===== src/rtl/cv32e40s_pkg.sv =====
// Shared PMA types for the cv32e40s memory interface: region descriptor,
// default attributes and the PMA filter state encoding.
package cv32e40s_pkg;

  // Word-granular region: word_addr_low inclusive, word_addr_high exclusive.
  typedef struct packed {
    logic [31:0] word_addr_low;
    logic [31:0] word_addr_high;
    logic        main;
    logic        bufferable;
    logic        cacheable;
  } pma_cfg_t;

  // Attributes for addresses that miss every configured region.
  localparam pma_cfg_t PMA_R_DEFAULT = '{
    word_addr_low:  32'h0,
    word_addr_high: 32'h0,
    main:           1'b0,
    bufferable:     1'b0,
    cacheable:      1'b0
  };

  // Attributes used everywhere when no regions are configured.
  localparam pma_cfg_t NO_PMA_R_DEFAULT = '{
    word_addr_low:  32'h0,
    word_addr_high: 32'h0,
    main:           1'b1,
    bufferable:     1'b0,
    cacheable:      1'b0
  };

  typedef enum logic [1:0] {
    IDLE,
    WAIT_DRAIN,
    ERR_RESP
  } pma_filter_state_e;

endpackage


===== src/rtl/cv32e40s_pma_lookup.sv =====
// Combinational PMA region lookup: lowest matching region index wins and
// the access is flagged blocked when a fetch or misaligned access hits I/O.
module cv32e40s_pma_lookup
  import cv32e40s_pkg::*;
#(
  parameter int       PMA_NUM_REGIONS = 0,
  parameter pma_cfg_t PMA_CFG [(PMA_NUM_REGIONS > 0 ? PMA_NUM_REGIONS : 1)-1:0] =
    '{default: PMA_R_DEFAULT}
) (
  input  logic [31:0] addr,
  input  logic        fetch,
  input  logic        misaligned,
  output pma_cfg_t    pma_attr,
  output logic        blocked
);

  logic [31:0] word_addr;
  logic [1:0]  unused_addr_lsb;

  assign word_addr       = {2'b00, addr[31:2]};
  assign unused_addr_lsb = addr[1:0];

  // NOTE: every always_comb output gets a default before any branch so no latch is inferred.
  always_comb begin
    pma_attr = PMA_R_DEFAULT;
    // Walk downwards so the lowest matching index is the last one written.
    for (int i = PMA_NUM_REGIONS - 1; i >= 0; i--) begin
      if ((word_addr >= PMA_CFG[i].word_addr_low) &&
          (word_addr <  PMA_CFG[i].word_addr_high)) begin
        pma_attr = PMA_CFG[i];
      end
    end
    if (PMA_NUM_REGIONS == 0) begin
      pma_attr = NO_PMA_R_DEFAULT;
    end
  end

  assign blocked = (fetch || misaligned) && !pma_attr.main;

endmodule


===== src/rtl/cv32e40s_pma_filter.sv =====
// PMA enforcement stage between the core OBI port and the bus. Blocked
// requests get an in-order local error response once the bus drains.
// Optional saturating PMA error counter: define CV32E40S_PMA_ERR_CNT_EN.
module cv32e40s_pma_filter
  import cv32e40s_pkg::*;
#(
  parameter int       PMA_NUM_REGIONS = 0,
  parameter pma_cfg_t PMA_CFG [(PMA_NUM_REGIONS > 0 ? PMA_NUM_REGIONS : 1)-1:0] =
    '{default: PMA_R_DEFAULT},
  parameter bit       IS_INSTR_SIDE   = 1'b0,
  parameter int       MAX_OUTSTANDING = 2
) (
  input  logic        clk,
  input  logic        rst_n,
  input  logic        core_req_i,
  output logic        core_gnt_o,
  input  logic [31:0] core_addr_i,
  input  logic        core_we_i,
  input  logic        core_misaligned_i,
  output logic        core_rvalid_o,
  output logic        core_err_o,
  output logic        core_pma_err_o,
  output logic        bus_req_o,
  input  logic        bus_gnt_i,
  output logic [31:0] bus_addr_o,
  output logic        bus_we_o,
  output logic        bus_bufferable_o,
  output logic        bus_cacheable_o,
  input  logic        bus_rvalid_i,
  input  logic        bus_err_i,
  output logic [15:0] pma_err_cnt_o,
  input  logic        pma_err_cnt_clr_i
);

  localparam int               CNT_W   = $clog2(MAX_OUTSTANDING + 1);
  localparam logic [CNT_W-1:0] CNT_MAX = CNT_W'(MAX_OUTSTANDING);

  pma_filter_state_e state_q, state_d;
  logic [CNT_W-1:0]  cnt, cnt_next;
  pma_cfg_t          attr;
  logic              blocked;
  logic              cnt_room;
  logic              bus_xfer;
  logic              bus_rsp;
  logic [63:0]       unused_attr_range;

  cv32e40s_pma_lookup #(
    .PMA_NUM_REGIONS (PMA_NUM_REGIONS),
    .PMA_CFG         (PMA_CFG)
  ) u_lookup (
    .addr       (core_addr_i),
    .fetch      (IS_INSTR_SIDE),
    .misaligned (core_misaligned_i),
    .pma_attr   (attr),
    .blocked    (blocked)
  );

  assign unused_attr_range = {attr.word_addr_low, attr.word_addr_high};

  assign bus_addr_o       = core_addr_i;
  assign bus_we_o         = core_we_i;
  assign bus_bufferable_o = attr.bufferable && core_we_i && !IS_INSTR_SIDE;
  assign bus_cacheable_o  = attr.cacheable;

  // Counter events are derived independently of bus_req_o to keep the
  // next-state logic free of combinational feedback.
  assign cnt_room = (cnt < CNT_MAX);
  assign bus_xfer = (state_q == IDLE) && core_req_i && !blocked && cnt_room && bus_gnt_i;
  assign bus_rsp  = bus_rvalid_i && (cnt != '0);

  always_comb begin
    unique case ({bus_xfer, bus_rsp})
      2'b10:   cnt_next = cnt + CNT_W'(1);
      2'b01:   cnt_next = cnt - CNT_W'(1);
      default: cnt_next = cnt;
    endcase
  end

  always_comb begin
    state_d        = state_q;
    bus_req_o      = 1'b0;
    core_gnt_o     = 1'b0;
    core_rvalid_o  = bus_rvalid_i;
    core_err_o     = bus_err_i;
    core_pma_err_o = 1'b0;
    unique case (state_q)
      IDLE: begin
        if (core_req_i && blocked) begin
          core_gnt_o = 1'b1;
          state_d    = (cnt_next == '0) ? ERR_RESP : WAIT_DRAIN;
        end else begin
          bus_req_o  = core_req_i && cnt_room;
          core_gnt_o = bus_gnt_i && cnt_room;
        end
      end
      WAIT_DRAIN: begin
        if (cnt_next == '0) begin
          state_d = ERR_RESP;
        end
      end
      ERR_RESP: begin
        core_rvalid_o  = 1'b1;
        core_err_o     = 1'b1;
        core_pma_err_o = 1'b1;
        state_d        = IDLE;
      end
      default: state_d = IDLE;
    endcase
  end

  // NOTE: state registers use non-blocking assignments so every flop samples pre-edge values.
  always_ff @(posedge clk or negedge rst_n) begin
    if (!rst_n) begin
      state_q <= IDLE;
      cnt     <= '0;
    end else begin
      state_q <= state_d;
      cnt     <= cnt_next;
    end
  end

`ifdef CV32E40S_PMA_ERR_CNT_EN
  logic [15:0] err_cnt_q;

  // Clear has priority over a coincident increment; the count saturates.
  always_ff @(posedge clk or negedge rst_n) begin
    if (!rst_n) begin
      err_cnt_q <= '0;
    end else if (pma_err_cnt_clr_i) begin
      err_cnt_q <= '0;
    end else if ((state_q == ERR_RESP) && (err_cnt_q != 16'hFFFF)) begin
      err_cnt_q <= err_cnt_q + 16'd1;
    end
  end

  assign pma_err_cnt_o = err_cnt_q;
`else
  logic unused_err_cnt_clr;

  assign unused_err_cnt_clr = pma_err_cnt_clr_i;
  assign pma_err_cnt_o      = '0;
`endif

  // A bus response with nothing outstanding is a bus protocol violation.
  a_no_rvalid_underflow: assert property (
    @(posedge clk) disable iff (!rst_n) !(bus_rvalid_i && (cnt == '0))
  );

endmodule


===== config.mk =====
export PLATFORM = sky130hd
export DESIGN_NAME = cv32e40s_pma_filter
export DESIGN_NICKNAME = d
export VERILOG_FILES = /design/src/rtl/cv32e40s_pkg.sv /design/src/rtl/cv32e40s_pma_lookup.sv /design/src/rtl/cv32e40s_pma_filter.sv
export SDC_FILE = /design/constraint.sdc
export NUM_CORES = 1
export LEC_CHECK = 0
export ABC_AREA = 1
export BUFFER_PORTS_ARGS = -buffer_cell sky130_fd_sc_hd__buf_4
export CAP_MARGIN = 0
export CORE_MARGIN = 4
export CORE_UTILIZATION = 27
export CTS_CLUSTER_DIAMETER = 30
export DETAILED_ROUTE_END_ITERATION = 10
export GPL_TIMING_DRIVEN = 0
export PLACE_DENSITY = 0.86
export RECOVER_POWER = 100
export SYNTH_ARGS = -nofsm -noshare
export SYNTH_HDL_FRONTEND = slang
export SYNTH_SLANG_ARGS = --single-unit

===== constraint.sdc =====
create_clock -name clk -period 1.7 [get_ports clk]
set_input_delay 0.085 -clock clk [delete_from_list [all_inputs] [get_ports clk]]
set_output_delay 0.085 -clock clk [all_outputs]
set_load 0.05 [all_outputs]

# Word-level counts from Yosys, hierarchy flattened
# Index checks and enable logic that the tools add are counted.
[word_totals]
ff_bits = 4
input_bits = 41
out_inout_bits = 56
word_cells = 29
[classes]
n_addsub = 2
magnitude_cmp = 1
n_eq_ne = 5
n_mux = 8
n_bitwise = 1
reduce_logical = 10
[op_table]
columns = ["operator", "count"]
rows = [
  ["one-hot mux 2 bit (2 select lines)", 2],
  ["logical AND 1 bit", 6],
  ["two-way mux 1 bit", 5],
  ["equality test 2 x 1 -> 1 bit, second input constant", 2],
  ["equality test 2 bit, second input constant", 2],
  ["zero test 2 bit", 2],
  ["adder 2 x 1 -> 2 bit, second input constant", 1],
  ["less-than comparator 2 bit, second input constant", 1],
  ["two-way mux 2 bit", 1],
  ["inequality test 2 bit, second input constant", 1],
  ["AND reduction 2 bit", 1],
  ["nonzero test 2 bit", 1],
  ["subtractor 2 x 1 -> 2 bit, second input constant", 1],
  ["inverter 1 bit", 1],
]

# Longest topological paths before layout
# Gate-level depths: netlist of the first run.
[depth]
depth_word = 9
mapped_depth = 9
depth_no_buf = 9

# Modules after synthesis
# A second synthesis of the first run with hierarchy kept.
[hier_totals]
cells_unflattened = 159
hier_area_um2 = 1162.4
[by_module_without_submodules]
columns = ["mod", "n_inst", "cells_per_inst", "area_per_inst_um2", "seq_area_each_um2"]
rows = [
  ["cv32e40s_pma_filter", 1, 89, 644.4, 100.1],
  ["cv32e40s_pma_lookup", 1, 70, 518.0, 0.0],
]

# Least setup slack after synthesis of the first run
# Ideal clock, no wire load.
[synth_timing]
path_kind = "register to register"
from = "register cnt[1]"
to = "register cnt[1]"
setup_ps = 117
arrival_time_ps = 1766
t_required_ps = 1583
setup_slack_ps = -183
path_stages_with_launch = 8
path_buffers = 0
period_less_slack_ps = 1883
cell_sequence = "dfrtp_1 > nor2_1 > nand2_1 > ha_1 > inv_1 > nand3_2 > nand2_1 > nand2_1"
[synth_via]
elab_chain_len = 5
word_cells_on_any_way = 10
classes_between = "2 x add/sub; 1 x order compare; 2 x eq/ne; 1 x mux; 4 x reduce/logical"
[synth_rtl]
columns = ["element", "line_no", "source"]
rows = [
  ["start: declaration", "cv32e40s_pma_filter.sv:39", "logic [CNT_W-1:0] cnt, cnt_next;"],
  ["start signal: assignment", "cv32e40s_pma_filter.sv:118", "cnt <= cnt_next;"],
  ["less-than comparator 2 bit", "cv32e40s_pma_filter.sv:67", "assign cnt_room = (cnt < CNT_MAX);"],
  ["logical AND 1 bit (2 in series)", "cv32e40s_pma_filter.sv:68", "assign bus_xfer = (state_q == IDLE) && core_req_i && !blocked && cnt_room && bus_gnt_i;"],
  ["equality test 2 x 1 -> 1 bit / equality test 2 bit (equally long branches)", "cv32e40s_pma_filter.sv:72", "unique case ({bus_xfer, bus_rsp})"],
  ["one-hot mux 2 bit (2 select lines) *", "cv32e40s_pma_filter.sv:72", ""],
]
# Every way passes the cells marked *; elsewhere a longest branch is shown, timed or not.
# A chain may end at the register's enable or synchronous reset.

# Worst setup path after layout of the first run
# Ends and elaborated chain as after synthesis.

==> flow_summary.ini, run 1 <==
[final_layout]
final_cells = 165
layout_commonest_cell = buf_4
largest_reg_flops = 2
reg_top3 = cnt x2
most-common-layout-cells = buf_4 (57), clkbuf_1 (38), conb_1 (19), inv_1 (6), nand2_1 (4)
synthToLayoutAreaGrowth_pct = 53.8
design_area_um2 = 855
multi_input_area_um2 = 145
nFillCells = 229
num_antenna_cells = 0
drive_gt1_share_pct = 44.9
seq_area_um2 = 50.0
top_register = cnt
nets = 182

[clock_tree]
cts_setup_buffers = 0
cts_max_level = 1
clock-sinks = 2
cts.repair.resized = 0
cts_hold_buffers = 1
clkTransAtPathRegs_ps = 30
cts_tree = done
cts_buffers = 3
cts_buffer_depth = 2
clock_tree.root_cell = clkbuf_4
clock_latency_ps = 240

[timing]
holdWs_ps = 183
drv_slew = 0
maxSlewHeadroom_pct = 60.0
finalHoldViolCount = 0
max_freq_mhz = 717
timing.final.crit_share_pct = 82.1
rsz0062_at_grt = no
tightest_slew_ps = 602
fin_tns_setup_ps = 0
skew_ps = 0.196
min_period_ps = 1400
setup_violations = 0

[global_routing]
antenna_found_initial = 0
grt_pass1_vias = 487
grt_pass1_wl_um = 1770
grt-ovfl-total = 0
grt_max_degree = 6
grtUsageTotal_pct = 8.53

[critical_path]
crit_required_ps = 1820
crit_type = reg -> reg
crit_path_end_kind = flip-flop
critPathMaxFanout = 5
worst-endpoint-arrival_ps = 1520
startpoint_type = flip-flop

[place]
port_buffers = 41
place_area_um2 = 967
place.gp.congestion = 0.652
dp_cells = 161
post-dp-hpwl_um = 1390

[min_path]
hp-class = in -> async

[detailed_routing]
viasPerCell = 3.42
drt_wl_total_um = 1510
dr.first_iter.drc_count = 2
drc = 0
vias = 564
ant_nets = 0
drt-pass1-iter-count = 4
wl_per_cell_um = 9.15

[die]
fp.dieH_um = 53.4
num_io_pins = 97
die_area_um2 = 2850
start_util_pct = 28.3
coreArea_um2 = 1960
rows = 16
fp.dieW_um = 53.4

[power]
power_density_nw_per_um2 = 939
swShare_pct = 60.1
ir_worst_vdd_mv = 0.658
p_clk_share_pct = 14.2
power_frac_comb_pct = 72.7
power_frac_seq_pct = 13.0
p_int_w = 0.000320
power_w = 0.000802
leakage_nw = 0.498
p_sw_w = 0.000482

[synthesis]
synthDistinctLibCells = 12
synth_area_um2 = 556
ys_seq_area_share_pct = 9.01
syn_inst = 75
yosysWarningCount = 0
ys_ff_latch = 2
syn_avg_cell_area_um2 = 7.41

[run_status]
outcome = completed

[flow_run]
maxCapViolations = 0
-- cell type report --
type                            count  share of cell area, %
Buffer                             54                   47.4
Clock buffer                        3                   2.64
Inverter                            6                   2.64
Multi-Input combinational cell     31                   17.0
Sequential cell                     2                   5.86
Tap cell                           27                   3.95
Timing Repair Buffer               42                   20.5
-- cells by family (layout without fill, tap and decap cells) --
group	after synthesis	in the layout	share of synthesized area, %
other	1	19	0.675
AND/OR/NAND/NOR	9	9	8.11
flip-flops	2	2	9.01
adder cells (fa/ha/maj)	1	1	2.25
XOR/XNOR	1	1	1.58
buffers and inverters	60	105	77.0
AO/OA/AOI/OAI	1	1	1.35
-- final timing paths --
| path | cells past startpoint | endpoint | from | slack (ps) |
|---|---|---|---|---|
| max | 7 | cnt[1] | cnt[1] | 300 |
| min | 2 | cnt[1] | rst_n | 180 |
| max reg2reg | 7 | cnt[1] | cnt[1] | 300 |
| min reg2reg | 1 | cnt[0] | cnt[0] | 520 |
| max in group asynchronous | 2 | cnt[0] | rst_n | 1380 |
| min in group clk | 4 | cnt[0] | core_req_i | 330 |
-- stage by stage --
stage	setup slack (ps)	utilization (%)
after floorplan	65.3	-
after global placement	429	49.3
after detailed placement	304	49.3
after CTS	298	51.0
after global routing	147	43.6
final	305	43.6
-- power groups by stage --
stage	combinational (W)	sequential, W	clock (W)
after floorplan	0.000511	0.0000995	0
after CTS	0.000641	0.000106	0.000113
after global placement	0.000610	0.000103	0
after detailed placement	0.000638	0.000106	0
after global routing	0.000619	0.000111	0.000112
final	0.000583	0.000105	0.000114
-- routing by layer --
metal  GRT usage [%]  share of wire, %  routed length [um]
met3            2.25                21                 310
met4            5.11               1.7                  26
met5               0                 0                   0
met1            6.48                24                 362
met2            18.0                54                 810
-- cells in the mapped netlist --
cell	count	area, um2
nand4_1	1	6.26
xnor2_1	1	8.76
o21a_1	1	7.51
conb_1	1	3.75
nand2_2	1	6.26
nand2_1	4	15.0
buf_4	54	405
ha_1	1	12.5
nor2_1	2	7.51
nand3_2	1	10.0
dfrtp_1	2	50.1
inv_1	6	22.5
-- worst max-delay path, cell delays in order, from the launching register on --
cell and delay (ps):
dfrtp_1 410, nor2_1 150, nand2_1 90, ha_1 320, inv_1 100, nand3_2 70, nand2_1 60, nand2_1 60
Power figures use the tool's default switching activity.
==> inputs of run 2 (changes only) <==
- CORE_UTILIZATION: 27 -> 24
- PLACE_DENSITY: 0.86 -> 0.81
- clock period: 1.7 -> 1.14 ns (I/O delays scaled with it)
==> flow_summary.ini, run 2 (synthesized netlist as in run 1, its figures left out) <==
[run_status]
outcome = finished, violations left
violations = setup timing

[timing]
timing.final.ws_setup_ps = -61.0
tightest_slew_ps = 606
fin_tns_setup_ps = -61.0
setup_violations = 1
skew_ps = 2.53
maxSlewHeadroom_pct = 59.8
rsz0062_at_grt = yes
max_freq_mhz = 833
timing.final.crit_share_pct = 105
min_period_ps = 1200
drv_slew = 0
finalHoldViolCount = 0

[die]
start_util_pct = 25.1
fp.dieW_um = 56.1
die_area_um2 = 3150
num_io_pins = 97
coreArea_um2 = 2210
rows = 17
fp.dieH_um = 56.1

[power]
p_clk_share_pct = 11.7
power_density_nw_per_um2 = 1470
power_frac_seq_pct = 11.4
ir_worst_vdd_mv = 0.547
leakage_nw = 0.516
p_sw_w = 0.000756
p_int_w = 0.000586
power_frac_comb_pct = 76.9
power_w = 0.00134
swShare_pct = 56.3

[detailed_routing]
drc = 0
dr.first_iter.drc_count = 6
wl_per_cell_um = 9.02
drt_wl_total_um = 1520
drt-pass1-iter-count = 4
ant_nets = 0
vias = 539
viasPerCell = 3.21

[final_layout]
num_antenna_cells = 0
largest_reg_flops = 2
synthToLayoutAreaGrowth_pct = 64.9
nets = 184
most-common-layout-cells = buf_4 (59), clkbuf_1 (36), conb_1 (19), inv_1 (4), clkbuf_4 (4)
nFillCells = 261
layout_commonest_cell = buf_4
seq_area_um2 = 51.3
drive_gt1_share_pct = 52.9
top_register = cnt
final_cells = 168
reg_top3 = cnt x2
design_area_um2 = 916
multi_input_area_um2 = 178

[clock_tree]
clock_latency_ps = 220
cts_tree = done
clkTransAtPathRegs_ps = 30
cts_max_level = 1
cts_buffers = 3
clock-sinks = 2
clock_tree.root_cell = clkbuf_4
cts_buffer_depth = 2

[critical_path]
crit_type = reg -> reg
rrSetupSlack_ps = -60
worstSetupStartpoint = cnt[1]
path_depth = 6
crit_path_top_delay_cell = dfrtp_2
crit_family = flip-flops
crit_path_end = cnt[1]
startpoint_type = flip-flop
timing.rr.start = cnt[1]
reg2reg_depth = 6
crit_required_ps = 1250
crit_chain = o21a_1, ha_4, inv_2, nand3_2, nand2_1, nand2_1
worst-endpoint-arrival_ps = 1310
r2r_end = cnt[1]
critPathMaxFanout = 4
crit_path_end_kind = flip-flop
crit_buf_inv = 1
slowest_delay_ps = 430
crit_top_cell = nand2_1

[global_routing]
grt_max_degree = 5
grt-ovfl-total = 0
grt_pass1_wl_um = 2260
antenna_found_initial = 0
grtUsageTotal_pct = 9.05
grt_pass1_vias = 550

[flow_run]
maxCapViolations = 0

[place]
place.gp.congestion = 0.611
pre_cts_slack_ps = -126
port_buffers = 41
place_area_um2 = 988
dp_cells = 162

[min_path]
hp-class = in -> async
-- run 2: worst min path at each step --
stage                      from      to  depth (start not counted)
after floorplan           rst_n  cnt[0]                          0
after global placement    rst_n  cnt[1]                          1
after detailed placement  rst_n  cnt[1]                          1
after CTS                 rst_n  cnt[1]                          2
after global routing      rst_n  cnt[1]                          2
final                     rst_n  cnt[1]                          2
-- run 2: worst register-to-register path: stages, from the launching register on --
cell and delay [ps]:
dfrtp_2 430, o21a_1 210, ha_4 230, inv_2 60, nand3_2 50, nand2_1 50, nand2_1 50
-- run 2: power groups by stage --
stage          combinational [W]  clock, W  sequential (W)
4_1_cts                  0.00106  0.000165        0.000151
5_1_grt                  0.00110  0.000172        0.000155
6_report                 0.00103  0.000156        0.000153
2_1_floorplan           0.000795         0        0.000155
3_3_place_gp            0.000943         0        0.000160
3_5_place_dp            0.000981         0        0.000168
-- run 2: layer usage --
layer | vias to the layer above | part of all wire, % | track usage [%]
li1 | 281 | - | -
met1 | 209 | 25 | 6.85
met2 | 49 | 61 | 18.2
met3 | 0 | 15 | 3.94
met4 | 0 | 0 | 5.08
met5 | - | 0 | 0
-- run 2: area by class of cell --
cell class	instances	share of cell area (%)
sequential	2	5.60
inverter	6	2.46
clock buffer	3	2.46
multi-input combinational	31	19.4
buffer	54	44.3
timing repair buffer	44	22.0
tap	28	3.83
-- run 2: what timing repair did --
action / CTS / global route
endpoints found under the setup margin: 2 / 2
pin swaps: 3 / 0
gates resized for setup: 1 / 5
buffers inserted: 2 / 0
hold buffers: 1 / 0
hold endpoints to repair: 2 / 0
cloned: 0 / 0
-- run 2: stage by stage --
step	util, %	hold slack (ps)
6_report	41.4	166
5_1_grt	41.4	168
4_1_cts	46.9	172
3_5_place_dp	44.7	-161
3_3_place_gp	44.7	-161
2_1_floorplan	-	-239
